**config.mk**
```make
export PLATFORM = sky130hd
export DESIGN_NAME = mips_multicycle_ctrl_flat
export DESIGN_NICKNAME = d
export VERILOG_FILES = /design/src/rtl/mips_ctrl_pkg.sv /design/src/rtl/mips_multicycle_ctrl_if.sv /design/src/rtl/mips_funct_decode.sv /design/src/rtl/mips_multicycle_ctrl.sv /design/src/flat_wrapper.sv
export SDC_FILE = /design/constraint.sdc
export NUM_CORES = 1
export LEC_CHECK = 0
export ABC_AREA = 1
export CAP_MARGIN = 10
export CORE_UTILIZATION = 38
export CTS_BUF_LIST = sky130_fd_sc_hd__clkbuf_16
export DETAILED_ROUTE_END_ITERATION = 7
export DONT_BUFFER_PORTS = 1
export PLACE_DENSITY = 0.54
export SYNTH_ARGS = -nofsm -noshare
export SYNTH_HDL_FRONTEND = slang
export SYNTH_SLANG_ARGS = --single-unit
```
**constraint.sdc**
```tcl
create_clock -name clk -period 1.6 [get_ports clk]
set_input_delay 0.48 -clock clk [delete_from_list [all_inputs] [get_ports clk]]
set_output_delay 0.48 -clock clk [all_outputs]
set_load 0.005 [all_outputs]
```
**src/rtl/mips_ctrl_pkg.sv**
```systemverilog
// Shared definitions for the multicycle MIPS control path: state encoding,
// opcode/funct constants and ALU operation codes used by the ALU and datapath.
package mips_ctrl_pkg;

  typedef enum logic [3:0] {
    S_FETCH    = 4'd0,
    S_DECODE   = 4'd1,
    S_EXEC     = 4'd2,
    S_R_WB     = 4'd3,
    S_MEM_ADDR = 4'd4,
    S_MEM_RD   = 4'd5,
    S_MEM_WB   = 4'd6,
    S_MEM_WR   = 4'd7,
    S_BRANCH   = 4'd8,
    S_JUMP     = 4'd9,
    S_ADDI_EX  = 4'd10,
    S_ADDI_WB  = 4'd11
  } state_t;

  localparam logic [5:0] OP_RTYPE = 6'b000000;
  localparam logic [5:0] OP_LW    = 6'b100011;
  localparam logic [5:0] OP_SW    = 6'b101011;
  localparam logic [5:0] OP_BEQ   = 6'b000100;
  localparam logic [5:0] OP_BNE   = 6'b000101;
  localparam logic [5:0] OP_J     = 6'b000010;
  localparam logic [5:0] OP_ADDI  = 6'b001000;

  localparam logic [5:0] FN_ADD = 6'b100000;
  localparam logic [5:0] FN_SUB = 6'b100010;
  localparam logic [5:0] FN_AND = 6'b100100;
  localparam logic [5:0] FN_OR  = 6'b100101;
  localparam logic [5:0] FN_SLT = 6'b101010;
  localparam logic [5:0] FN_NOR = 6'b100111;

  localparam logic [3:0] ALU_AND = 4'b0000;
  localparam logic [3:0] ALU_OR  = 4'b0001;
  localparam logic [3:0] ALU_ADD = 4'b0010;
  localparam logic [3:0] ALU_SUB = 4'b0110;
  localparam logic [3:0] ALU_SLT = 4'b0111;
  localparam logic [3:0] ALU_NOR = 4'b1100;

  // States that wait on mem_ready and are covered by the timeout counter.
  function automatic logic is_mem_state(state_t s);
    return (s == S_FETCH) || (s == S_MEM_RD) || (s == S_MEM_WR);
  endfunction

endpackage

```
**src/rtl/mips_multicycle_ctrl_if.sv**
```systemverilog
// Control <-> datapath/ALU/memory bundle. master = controller, slave = datapath side.
// Handshake: the controller holds its memory strobes stable while waiting; an
// access completes in any cycle where a memory state sees mem_ready=1.
interface mips_multicycle_ctrl_if;
  logic [5:0] opcode;
  logic [5:0] funct;
  logic       zero;
  logic       notzero;
  logic       mem_ready;
  logic [3:0] alu_op;
  logic       alu_src_a;
  logic [1:0] alu_src_b;
  logic       iord;
  logic       mem_read;
  logic       mem_write;
  logic       ir_write;
  logic       pc_write;
  logic [1:0] pc_source;
  logic       reg_write;
  logic       reg_dst;
  logic       mem_to_reg;
  logic       illegal_op;
  logic       err_timeout;
  logic [3:0] state_o;

  modport master (
    input  opcode, funct, zero, notzero, mem_ready,
    output alu_op, alu_src_a, alu_src_b, iord, mem_read, mem_write, ir_write,
           pc_write, pc_source, reg_write, reg_dst, mem_to_reg, illegal_op,
           err_timeout, state_o
  );

  modport slave (
    output opcode, funct, zero, notzero, mem_ready,
    input  alu_op, alu_src_a, alu_src_b, iord, mem_read, mem_write, ir_write,
           pc_write, pc_source, reg_write, reg_dst, mem_to_reg, illegal_op,
           err_timeout, state_o
  );
endinterface

```
**src/rtl/mips_funct_decode.sv**
```systemverilog
// R-type funct field to ALU operation; valid=0 flags an unsupported funct.
module mips_funct_decode
  import mips_ctrl_pkg::*;
(
  input  logic [5:0] funct,
  output logic [3:0] alu_op,
  output logic       valid
);

  always_comb begin
    alu_op = ALU_ADD;
    valid  = 1'b1;
    case (funct)
      FN_ADD:  alu_op = ALU_ADD;
      FN_SUB:  alu_op = ALU_SUB;
      FN_AND:  alu_op = ALU_AND;
      FN_OR:   alu_op = ALU_OR;
      FN_SLT:  alu_op = ALU_SLT;
      FN_NOR:  alu_op = ALU_NOR;
      default: valid  = 1'b0;
    endcase
  end

endmodule

```
**src/rtl/mips_multicycle_ctrl.sv**
```systemverilog
// Multicycle MIPS control FSM. Define MIPS_BNE_EN to add bne (opcode 000101);
// without it bne decodes as an illegal opcode.
module mips_multicycle_ctrl
  import mips_ctrl_pkg::*;
#(
  parameter int FETCH_TIMEOUT = 16
) (
  input logic                   clk,
  input logic                   rst_n,
  mips_multicycle_ctrl_if.master bus
);

  localparam int CW = (FETCH_TIMEOUT < 15) ? 4 : $clog2(FETCH_TIMEOUT + 1);
  localparam logic [CW-1:0] TO_MAX  = CW'(FETCH_TIMEOUT);
  localparam logic [CW-1:0] TO_LAST = CW'((FETCH_TIMEOUT > 0) ? FETCH_TIMEOUT - 1 : 0);

  state_t        state, state_next, decode_next;
  logic [CW-1:0] wait_cnt;
  logic [3:0]    funct_alu_op;
  logic          funct_valid;
  logic          op_illegal;
  logic          branch_taken;
  logic          timeout_hit;

  mips_funct_decode u_funct_decode (
    .funct  (bus.funct),
    .alu_op (funct_alu_op),
    .valid  (funct_valid)
  );

  always_comb begin
    decode_next = S_FETCH;
    case (bus.opcode)
      OP_RTYPE:     decode_next = S_EXEC;
      OP_LW, OP_SW: decode_next = S_MEM_ADDR;
      OP_BEQ:       decode_next = S_BRANCH;
`ifdef MIPS_BNE_EN
      OP_BNE:       decode_next = S_BRANCH;
`endif
      OP_J:         decode_next = S_JUMP;
      OP_ADDI:      decode_next = S_ADDI_EX;
      default:      decode_next = S_FETCH;
    endcase
  end

  assign op_illegal = (decode_next == S_FETCH);
  // bne can only reach BRANCH when it is enabled, so this select is safe in both builds.
  assign branch_taken = (bus.opcode == OP_BNE) ? bus.notzero : bus.zero;
  assign timeout_hit  = (FETCH_TIMEOUT != 0) && is_mem_state(state) && !bus.mem_ready
                        && (wait_cnt == TO_LAST);

  always_ff @(posedge clk or negedge rst_n) begin
    if (!rst_n) state <= S_FETCH;
    else        state <= state_next;
  end

  // Saturating wait counter, cleared whenever the state changes.
  always_ff @(posedge clk or negedge rst_n) begin
    if (!rst_n)                  wait_cnt <= '0;
    else if (state_next != state) wait_cnt <= '0;
    else if (is_mem_state(state) && !bus.mem_ready && (wait_cnt != TO_MAX))
      wait_cnt <= wait_cnt + 1'b1;
  end

  always_comb begin
    state_next = state;
    case (state)
      S_FETCH:    state_next = bus.mem_ready ? S_DECODE : S_FETCH;
      S_DECODE:   state_next = decode_next;
      S_EXEC:     state_next = funct_valid ? S_R_WB : S_FETCH;
      S_R_WB:     state_next = S_FETCH;
      S_MEM_ADDR: state_next = (bus.opcode == OP_LW) ? S_MEM_RD : S_MEM_WR;
      S_MEM_RD:   state_next = bus.mem_ready ? S_MEM_WB : S_MEM_RD;
      S_MEM_WB:   state_next = S_FETCH;
      S_MEM_WR:   state_next = bus.mem_ready ? S_FETCH : S_MEM_WR;
      S_BRANCH:   state_next = S_FETCH;
      S_JUMP:     state_next = S_FETCH;
      S_ADDI_EX:  state_next = S_ADDI_WB;
      S_ADDI_WB:  state_next = S_FETCH;
      default:    state_next = S_FETCH;
    endcase
  end

  // Everything is forced to its idle value while reset is held.
  always_comb begin
    bus.alu_op      = ALU_ADD;
    bus.alu_src_a   = 1'b0;
    bus.alu_src_b   = 2'b00;
    bus.iord        = 1'b0;
    bus.mem_read    = 1'b0;
    bus.mem_write   = 1'b0;
    bus.ir_write    = 1'b0;
    bus.pc_write    = 1'b0;
    bus.pc_source   = 2'b00;
    bus.reg_write   = 1'b0;
    bus.reg_dst     = 1'b0;
    bus.mem_to_reg  = 1'b0;
    bus.illegal_op  = 1'b0;
    bus.err_timeout = 1'b0;
    bus.state_o     = state;
    if (rst_n) begin
      bus.err_timeout = timeout_hit;
      case (state)
        S_FETCH: begin
          bus.mem_read  = 1'b1;
          bus.alu_src_b = 2'b01;
          bus.ir_write  = bus.mem_ready;
          bus.pc_write  = bus.mem_ready;
        end
        S_DECODE: begin
          bus.alu_src_b  = 2'b11;
          bus.illegal_op = op_illegal;
        end
        S_EXEC: begin
          bus.alu_src_a  = 1'b1;
          bus.alu_op     = funct_alu_op;
          bus.illegal_op = !funct_valid;
        end
        S_R_WB: begin
          bus.reg_write = 1'b1;
          bus.reg_dst   = 1'b1;
        end
        S_MEM_ADDR, S_ADDI_EX: begin
          bus.alu_src_a = 1'b1;
          bus.alu_src_b = 2'b10;
        end
        S_MEM_RD: begin
          bus.iord     = 1'b1;
          bus.mem_read = 1'b1;
        end
        S_MEM_WB: begin
          bus.reg_write  = 1'b1;
          bus.mem_to_reg = 1'b1;
        end
        S_MEM_WR: begin
          bus.iord      = 1'b1;
          bus.mem_write = 1'b1;
        end
        S_BRANCH: begin
          bus.alu_src_a = 1'b1;
          bus.alu_op    = ALU_SUB;
          bus.pc_source = 2'b01;
          bus.pc_write  = branch_taken;
        end
        S_JUMP: begin
          bus.pc_source = 2'b10;
          bus.pc_write  = 1'b1;
        end
        S_ADDI_WB: bus.reg_write = 1'b1;
        default: ;
      endcase
    end
  end

endmodule

```
**src/flat_wrapper.sv**
```systemverilog
// flat-port wrapper written by rule: the top's interface ports become plain ports
module mips_multicycle_ctrl_flat import mips_ctrl_pkg::*;
#(
  parameter int FETCH_TIMEOUT = 16
)
  (clk, rst_n, bus_opcode, bus_funct, bus_zero, bus_notzero, bus_mem_ready, bus_alu_op, bus_alu_src_a, bus_alu_src_b, bus_iord, bus_mem_read, bus_mem_write, bus_ir_write, bus_pc_write, bus_pc_source, bus_reg_write, bus_reg_dst, bus_mem_to_reg, bus_illegal_op, bus_err_timeout, bus_state_o);
  mips_multicycle_ctrl_if bus_i ();
  input logic clk;
  input logic rst_n;
  input wire logic [$bits(bus_i.opcode)-1:0] bus_opcode;
  input wire logic [$bits(bus_i.funct)-1:0] bus_funct;
  input wire logic [$bits(bus_i.zero)-1:0] bus_zero;
  input wire logic [$bits(bus_i.notzero)-1:0] bus_notzero;
  input wire logic [$bits(bus_i.mem_ready)-1:0] bus_mem_ready;
  output wire logic [$bits(bus_i.alu_op)-1:0] bus_alu_op;
  output wire logic [$bits(bus_i.alu_src_a)-1:0] bus_alu_src_a;
  output wire logic [$bits(bus_i.alu_src_b)-1:0] bus_alu_src_b;
  output wire logic [$bits(bus_i.iord)-1:0] bus_iord;
  output wire logic [$bits(bus_i.mem_read)-1:0] bus_mem_read;
  output wire logic [$bits(bus_i.mem_write)-1:0] bus_mem_write;
  output wire logic [$bits(bus_i.ir_write)-1:0] bus_ir_write;
  output wire logic [$bits(bus_i.pc_write)-1:0] bus_pc_write;
  output wire logic [$bits(bus_i.pc_source)-1:0] bus_pc_source;
  output wire logic [$bits(bus_i.reg_write)-1:0] bus_reg_write;
  output wire logic [$bits(bus_i.reg_dst)-1:0] bus_reg_dst;
  output wire logic [$bits(bus_i.mem_to_reg)-1:0] bus_mem_to_reg;
  output wire logic [$bits(bus_i.illegal_op)-1:0] bus_illegal_op;
  output wire logic [$bits(bus_i.err_timeout)-1:0] bus_err_timeout;
  output wire logic [$bits(bus_i.state_o)-1:0] bus_state_o;
  assign bus_i.opcode = bus_opcode;
  assign bus_i.funct = bus_funct;
  assign bus_i.zero = bus_zero;
  assign bus_i.notzero = bus_notzero;
  assign bus_i.mem_ready = bus_mem_ready;
  assign bus_alu_op = bus_i.alu_op;
  assign bus_alu_src_a = bus_i.alu_src_a;
  assign bus_alu_src_b = bus_i.alu_src_b;
  assign bus_iord = bus_i.iord;
  assign bus_mem_read = bus_i.mem_read;
  assign bus_mem_write = bus_i.mem_write;
  assign bus_ir_write = bus_i.ir_write;
  assign bus_pc_write = bus_i.pc_write;
  assign bus_pc_source = bus_i.pc_source;
  assign bus_reg_write = bus_i.reg_write;
  assign bus_reg_dst = bus_i.reg_dst;
  assign bus_mem_to_reg = bus_i.mem_to_reg;
  assign bus_illegal_op = bus_i.illegal_op;
  assign bus_err_timeout = bus_i.err_timeout;
  assign bus_state_o = bus_i.state_o;
  mips_multicycle_ctrl #(.FETCH_TIMEOUT(FETCH_TIMEOUT)) u_core (.clk(clk), .rst_n(rst_n), .bus(bus_i));
endmodule
```
Word-level counts from Yosys, hierarchy flattened --
Index checks and enable logic that the tools add are counted.
Storage, ports and cells: output and inout bits 23, input bits 17, register bits 9
Cells by class: reduce and logical (&&, ||, !) cells 18, muxes and demuxes 39, equal/unequal tests 26, $add $sub $neg 1
Operators with widths (number):
- 6-bit == test (second input constant) | 8
- 4-bit case mux with 5 select lines | 2
- 4-bit case mux with 7 select lines | 1
- 1-bit 2-to-1 mux | 22
- 4-bit by 3-bit == test with 1-bit output (second input constant) | 4
- 4-bit == test (second input constant) | 4
- 6-bit by 3-bit == test with 1-bit output (second input constant) | 2
- 2-bit 2-to-1 mux | 5
- 5-bit 2-to-1 mux | 2
- 4-bit by 2-bit == test with 1-bit output (second input constant) | 2
- 4-bit logical NOT | 2
- 4-bit case mux with 2 select lines | 1
- 2-bit OR reduction | 4
- 6-bit by 2-bit == test with 1-bit output (second input constant) | 1
- 6-bit by 4-bit == test with 1-bit output (second input constant) | 1
- 6-bit logical NOT | 1
- 2-bit case mux with 3 select lines | 1
- 6-bit OR reduction | 1
- 5-bit by 1-bit adder with 5-bit output (second input constant) | 1
- 5-bit by 4-bit == test with 1-bit output (second input constant) | 1
- 5-bit inequality test (second input constant) | 1
- 4-bit by 1-bit == test with 1-bit output (second input constant) | 1
- 4-bit 2-to-1 mux | 1
- 4-bit inequality test | 1
- other kinds (10) | 14

Logic depth before layout (Yosys ltp) --
Gate-level depths: netlist of the first run.
word-level depth 7, mapped depth 7, depth with buffers taken out 7

By module --
From an unflattened synthesis of the first run, not the netlist that was laid out.
Unflattened totals: cells, all modules 180, area total of the unflattened synthesis 1029.7 um^2
By module, submodules not included:
- mips_multicycle_ctrl | cells an instance 153, area each 887.1 um^2, instances 1
- mips_funct_decode | cells an instance 27, area each 142.6 um^2, instances 1

Least setup slack after synthesis of the first run --
Ideal clock, no wire load.
kind register to output, start reg u_core.state[0], in the netlist u_core.bus.state_o[0], end out bus_err_timeout, slack 0.009 ns, cell stages (with the launch flop) 6, arrival 1.111 ns, cells stage by stage dfrtp_1 > nor2_1 > nand2_1 > a21oi_4 > inv_2 > nor2_1
Between the ends: longest elaborated chain between the ends 6
Ends and longest elaborated chain:
- start, declared | line mips_multicycle_ctrl.sv:17 | state_t state, state_next, decode_next;
- start signal, assigned | line mips_multicycle_ctrl.sv:54 | else state <= state_next;
- 4-bit by 3-bit == test with 1-bit output / 4-bit logical NOT (equally long branches) | line mips_ctrl_pkg.sv:44 | return (s == S_FETCH) || (s == S_MEM_RD) || (s == S_MEM_WR);
- 1-bit logical OR | line mips_ctrl_pkg.sv:44
- 1-bit logical OR (*) | line mips_ctrl_pkg.sv:44
- 1-bit logical AND (*) | line mips_multicycle_ctrl.sv:49 | assign timeout_hit = (FETCH_TIMEOUT != 0) && is_mem_state(state) && !bus.mem_ready
- 1-bit logical AND (*) | line mips_multicycle_ctrl.sv:50 | && (wait_cnt == TO_LAST);
- 1-bit 2-to-1 mux (*) | line mips_multicycle_ctrl.sv:101 | if (rst_n) begin
- end, declared | line flat_wrapper.sv:28 | output wire logic [$bits(bus_i.err_timeout)-1:0] bus_err_timeout;
Every way passes the cells marked *; elsewhere a longest branch is shown, timed or not.

Final worst setup path of the first run --
start reg u_core.state[2], in the netlist u_core.bus.state_o[2], end out bus_illegal_op
Between the ends: longest elaborated chain between the ends 3
Ends and longest elaborated chain:
- 4-bit by 2-bit == test with 1-bit output / 4-bit by 1-bit == test with 1-bit output (equally long branches) | line mips_multicycle_ctrl.sv:103 | case (state)
- 1-bit case mux with 2 select lines (*) | line mips_multicycle_ctrl.sv:103
- 1-bit 2-to-1 mux (*) | line mips_multicycle_ctrl.sv:101
- end, declared | line flat_wrapper.sv:27 | output wire logic [$bits(bus_i.illegal_op)-1:0] bus_illegal_op;
Marks and branches as above.

==> results of run 1 <==
==> cell usage after synthesis <==
cell type | count | area share, %
a21oi_1 | 2 | 1.0
a21oi_2 | 2 | 1.8
a21oi_4 | 1 | 1.7
clkbuf_1 | 1 | 0.38
dfrtp_1 | 9 | 23
ha_1 | 3 | 3.8
inv_1 | 32 | 12
inv_2 | 2 | 0.76
nand2_1 | 37 | 14
nand3_1 | 23 | 12
nand3b_1 | 1 | 0.76
nand4_1 | 5 | 3.2
nor2_1 | 44 | 17
nor2_2 | 1 | 0.64
nor3_1 | 4 | 2.0
o21ai_0 | 5 | 2.5
o21ai_1 | 1 | 0.51
o21bai_1 | 2 | 1.5
o32ai_1 | 1 | 0.89
or2_2 | 1 | 0.64
==> where the power goes <==
group | total, W | switching, W | internal [W]
sequential | 0.000381 | 0.0000845 | 0.000296
combinational | 0.00149 | 0.000798 | 0.000691
clock | 0.000448 | 0.000118 | 0.000330
total | 0.00232 | 0.00100 | 0.00132
==> worst max path at each step <==
stage,slack [ps],to,startpoint,depth (start not counted)
floorplan,9,bus_err_timeout,u_core.bus.state_o[0]$_DFF_PN0_,5
global placement,-60,bus_alu_src_b[1],u_core.bus.state_o[1]$_DFF_PN0_,7
detailed placement,-60,bus_illegal_op,bus_opcode[4],6
CTS,-220,bus_illegal_op,u_core.bus.state_o[3]$_DFF_PN0_,7
global route,-310,bus_illegal_op,u_core.bus.state_o[2]$_DFF_PN0_,7
finish,-230,bus_illegal_op,u_core.bus.state_o[2]$_DFF_PN0_,7
==> timing repair <==
action	in CTS	in global routing
endpoints found under the setup margin	18	21
buffers inserted	8	2
pin swaps	9	13
gates resized for setup	43	37
hold endpoints to repair	9	0
cloned	0	0
hold buffers	1	0
==> cells in the final DEF, fill, tap and decap left out, types with 2 or more instances in the layout <==
cell type  netlist  layout
a21oi_2          2       3
inv_1           32      25
o21bai_1         2       2
inv_2            2       7
dfrtp_1          9       5
buf_4            0      21
nor3_2           0       2
nor2_1          44      27
nand3_2          0       3
buf_6            0       9
nand2_2          0       6
dfrtp_2          0       4
nor2_4           0       8
nand3_1         23      19
nor2_2           1      10
ha_1             3       3
clkbuf_16        0       3
o21ai_0          5       4
nand2_1         37      25
nand2_4          0       5
nand4_1          5       5
==> worst min-delay path: cells and delay by family <==
| kind | cells | cell delay, ps |
|---|---|---|
| AO/OA/AOI/OAI | 2 | 50 |
| buffers and inverters | 2 | 150 |
==> area by class of cell <==
cell class	instances	area, sq um
fillers	207	862
multi-input cells	133	841
repair buffers	31	269
flip-flops and latches	9	230
inverters	34	135
clock buffers	3	75.1
well taps	30	37.5
clock inverters	1	5.00
==> sequential cells by signal, summed over array words and instances (netlist names) <==
name                cells
u_core.wait_cnt         5
u_core.bus.state_o      4
==> metrics by stage <==
| stage | setup WS [ps] | cells | cell area, sq um | util (%) |
|---|---|---|---|---|
| after floorplan | 8.83 | 177 | 982 | - |
| after global placement | -64.5 | 227 | 1170 | 47.8 |
| after detailed placement | -63.7 | 227 | 1170 | 47.8 |
| after CTS | -224 | 240 | 1450 | 59.2 |
| after global routing | -309 | 241 | 1590 | 64.9 |
| final | -232 | 241 | 1590 | 64.9 |
==> logic make-up (layout without fill, tap and decap cells) <==
group | Yosys count | after routing | share of synthesized area [%]
and+or+nand+nor | 116 | 116 | 49.9
adders and majority gates | 3 | 3 | 3.82
AOI/OAI and AO/OA | 14 | 14 | 9.94
DFF | 9 | 9 | 22.9
buffers and inverters | 35 | 69 | 13.4
==> routing by layer <==
metal / vias up / wire, um / track usage [%]
li1: 625 / - / -
met5: - / 0 / 0
met3: 6 / 152 / 4.06
met1: 566 / 1310 / 25.8
met4: 0 / 59 / 11.0
met2: 44 / 1580 / 40.9
==> flow_summary.toml, run 1 <==
[status]
outcome = "complete, but fails checks"
violations = "negative setup slack"

[floorplan]
core_sq_um = 2450
die_x_um = 52.8
dieArea_sq_um = 2790
rows = 18
ios = 40
die_h_um = 52.8
start_util_pct = 40.0

[setup_path]
r2r_start = "u_core.bus.state_o[1]$_DFF_PN0_"
crit_path_start_kind = "flop"
arrival_ps = 1350
reg2reg_slack_ps = 80
reg2reg_to = "u_core.bus.state_o[1]$_DFF_PN0_"
critPathCaptureType = "output pin"
r2r_cells = 11
worstSetupPathType = "flop to output pin"
worstPathMaxFanout = 5
crit_family = "simple AND/OR/NAND/NOR gates"
required_ps = 1120
crit_chain = "nor2_4, inv_2, nor2_4, nand3_1, nor2_1, nand2_1, nand2_1"
path_buf_inv = 1
max_stage_delay_ps = 440
critPathSlowestCell = "dfrtp_2"

[place]
hpwl_um = 2240
place_congestion = 0.843
portBuffers = 0

[timing]
fin_hold_ws_ps = 478
period_needed_ps = 1830
setup_viol = 19
fin_skew_ps = 4.46
rsz0062_at_grt = "yes"
slew_headroom_pct = 56.6
final_hold_viol_count = 0
worst_slew_pin_slew_ps = 651
slew_violations = 0
timing.final.crit_share_pct = 114
fmax_ghz = 0.546
setup_tns_ps = -2610
finalWorstSetupSlack_ps = -232

[cts]
path_clk_slew_ps = 40
cts_tree = "yes"
htreeDepth = 1
clk_latency_ps = 240
cts_buffer_depth = 2
root_buffer = "clkbuf_16"
cts_buffers = 3
cts_sinks = 9

[min_path]
hold_end = "u_core.wait_cnt[3]$_DFFE_PN0P_"
min-delay-start = "bus_mem_ready"
min_path_type = "input pin to flop"
worstHoldPathCells = 4

[drt]
wl_per_cell_um = 12.9
drtIter0Drc = 26
vias = 1241
first_pass_iters = 4
drc_errors = 0
drtAntennaViolNets = 0
routed_via_density = 5.15
wl_um = 3100

[logic_synthesis]
ys_seq_area_share_pct = 22.9
syn_avg_cell_area_sq_um = 5.55
netlist_area_sq_um = 982
ys_ff_latch = 9
synth_cell_types = 20
yosys_warnings = 0
synth_cells = 177
synthesis.nets = 197

[power]
power_w = 0.00232
power.density_nw_per_um2 = 1450
ir_drop_uv = 968
leakagePower_nw = 0.771

[grt]
grt_pass1_vias = 1132
antenna_found_initial = 0
grt_max_degree = 12
overflow = 0
grt_pass1_wl_um = 4600
grt.total_usage_pct = 22.9

[finish]
syn2layout_area_growth_pct = 62.2
antennaDiodeCount = 0
nets = 232
drive_above_1_share_pct = 43.1

[flow_run]
maxCapViolations = 0
No activity file was read; power rests on OpenSTA's default activity.
==> run 2: changes to the inputs <==
Settings changed: PLACE_DENSITY 0.54 to unset.
==> run 2 against run 1 <==
- the run still ends with negative setup slack left
- sequential power is 1% higher
- sequential share of layout area grew 0.98 points
- cell area shrank 6.4%
- critical path depth shrank 2
- first-iteration DRC count increased by 62%
- global-route usage down 0.31 points
- combinational power fell by 10%
- utilization decreased by 4.1 points
- critical path type unchanged
- critical endpoint unchanged
- largest power group unchanged
- highest routed layer unchanged
==> flow_summary.toml, run 2 (synthesis gave the netlist of run 1 again) <==
[status]
outcome = "complete, but fails checks"
violations = "negative setup slack"

[cts]
cts_sinks = 9
path_clk_slew_ps = 40
root_buffer = "clkbuf_16"
cts_buffers = 3
cts_buffer_depth = 2
htreeDepth = 1
cts_tree = "yes"
clk_latency_ps = 240

[power]
leakagePower_nw = 0.732
power.density_nw_per_um2 = 1450
ir_drop_uv = 1160

[finish]
layout_commonest_cell = "nand2_1"
antennaDiodeCount = 0
final_cell_mix = "nand2_1, nor2_1, inv_1, buf_4, nand3_1"
drive_above_1_share_pct = 38.3
regMostFlops = "u_core.wait_cnt"
syn2layout_area_growth_pct = 51.8
nets = 230
largest_reg_flops = 5

[min_path]
min_path_type = "input pin to flop"

[timing]
setup_tns_ps = -2470
slew_violations = 0
rsz0062_at_grt = "yes"
slew_headroom_pct = 68.7
fmax_ghz = 0.557
fin_skew_ps = 2.55
worst_slew_pin_slew_ps = 469
setup_viol = 19
fin_hold_ws_ps = 481
final_hold_viol_count = 0
finalWorstSetupSlack_ps = -195
timing.final.crit_share_pct = 112
period_needed_ps = 1790

[floorplan]
dieArea_sq_um = 2790
start_util_pct = 40.0
die_h_um = 52.8
core_sq_um = 2450
rows = 18
die_x_um = 52.8
ios = 40

[grt]
grt.total_usage_pct = 22.6
grt_max_degree = 10
grt_pass1_vias = 1141
overflow = 0
grt_pass1_wl_um = 4570
antenna_found_initial = 0

[drt]
first_pass_iters = 4
routed_via_density = 5.26
drtIter0Drc = 42
wl_per_cell_um = 13.1
vias = 1258
wl_um = 3120
drtAntennaViolNets = 0
drc_errors = 0

[place]
place_congestion = 0.885
portBuffers = 0
place_ws_ps = -62.0
hpwl_um = 2340

[setup_path]
max_stage_delay_ps = 430
critPathCaptureType = "output pin"
worstPathMaxFanout = 5
crit_chain = "nor2_4, nand2_1, nor2_4, nand4_1, nand2_1"
worstSetupPathType = "flop to output pin"
arrival_ps = 1310
required_ps = 1120
crit_path_start_kind = "flop"
critPathSlowestCell = "dfrtp_2"

[flow_run]
maxCapViolations = 0
## run 2: cell types whose count changed in the layout (fill, tap and decap cells not counted), sizes merged
| cell | previous run | this run |
|---|---|---|
| buf | 30 | 28 |
## run 2: per-stage QoR
step	util [%]	power (W)	instances	cell area, sq um
finish	60.8	0.00217	239	1490
global placement	49.0	0.00135	231	1200
global route	60.8	0.00230	239	1490
detailed placement	49.0	0.00135	231	1200
CTS	58.6	0.00205	237	1440
floorplan	-	0.000882	177	982
## run 2: what timing repair did
item                       in CTS  in global routing
hold buffers                    1                  0
setup endpoints to repair      18                 19
hold endpoints to repair        9                  0
setup buffers                   1                  2
resized for setup              43                 13
pin swaps                      10                  5
## run 2: report_power, final
part / switching (W) / internal (W) / leakage [nW]
Combinational: 0.000723 / 0.000615 / 0.574
Clock: 0.000116 / 0.000330 / 0.0409
Sequential: 0.0000898 / 0.000296 / 0.116
Total: 0.000929 / 0.00124 / 0.732
## run 2: cell type report
type	count	area, sq um
clock inverters	1	5.00
inverters	34	128
flip-flops and latches	9	230
fillers	230	963
repair buffers	29	235
well taps	30	37.5
multi-input cells	133	781
clock buffers	3	75.1
## run 2: per-layer routing
| layer | wire length, um | vias up | track usage (%) |
|---|---|---|---|
| li1 | - | 626 | - |
| met1 | 1280 | 577 | 25.0 |
| met2 | 1580 | 51 | 40.9 |
| met3 | 229 | 4 | 6.96 |
| met4 | 24 | 0 | 6.58 |
| met5 | 0 | - | 0 |
## run 2: final timing paths
| path | slack, ps | from | cells past startpoint | end |
|---|---|---|---|---|
| worst max-delay path | -190 | u_core.bus.state_o[3]$_DFF_PN0_ | 5 | bus_illegal_op |
| worst min-delay path | 480 | bus_opcode[3] | 4 | u_core.bus.state_o[1]$_DFF_PN0_ |
| worst max register to register | 210 | u_core.wait_cnt[0]$_DFFE_PN0P_ | 8 | u_core.wait_cnt[0]$_DFFE_PN0P_ |
| worst min register to register | 590 | u_core.wait_cnt[3]$_DFFE_PN0P_ | 2 | u_core.wait_cnt[3]$_DFFE_PN0P_ |
| max in group asynchronous | 610 | rst_n | 1 | u_core.bus.state_o[0]$_DFF_PN0_ |
| min in group asynchronous | 640 | rst_n | 1 | u_core.wait_cnt[3]$_DFFE_PN0P_ |
## run 2: critical path: cells and delay by family (launching register included)
family	cells	cell delay [ps]
DFF	1	430
and+or+nand+nor	5	650
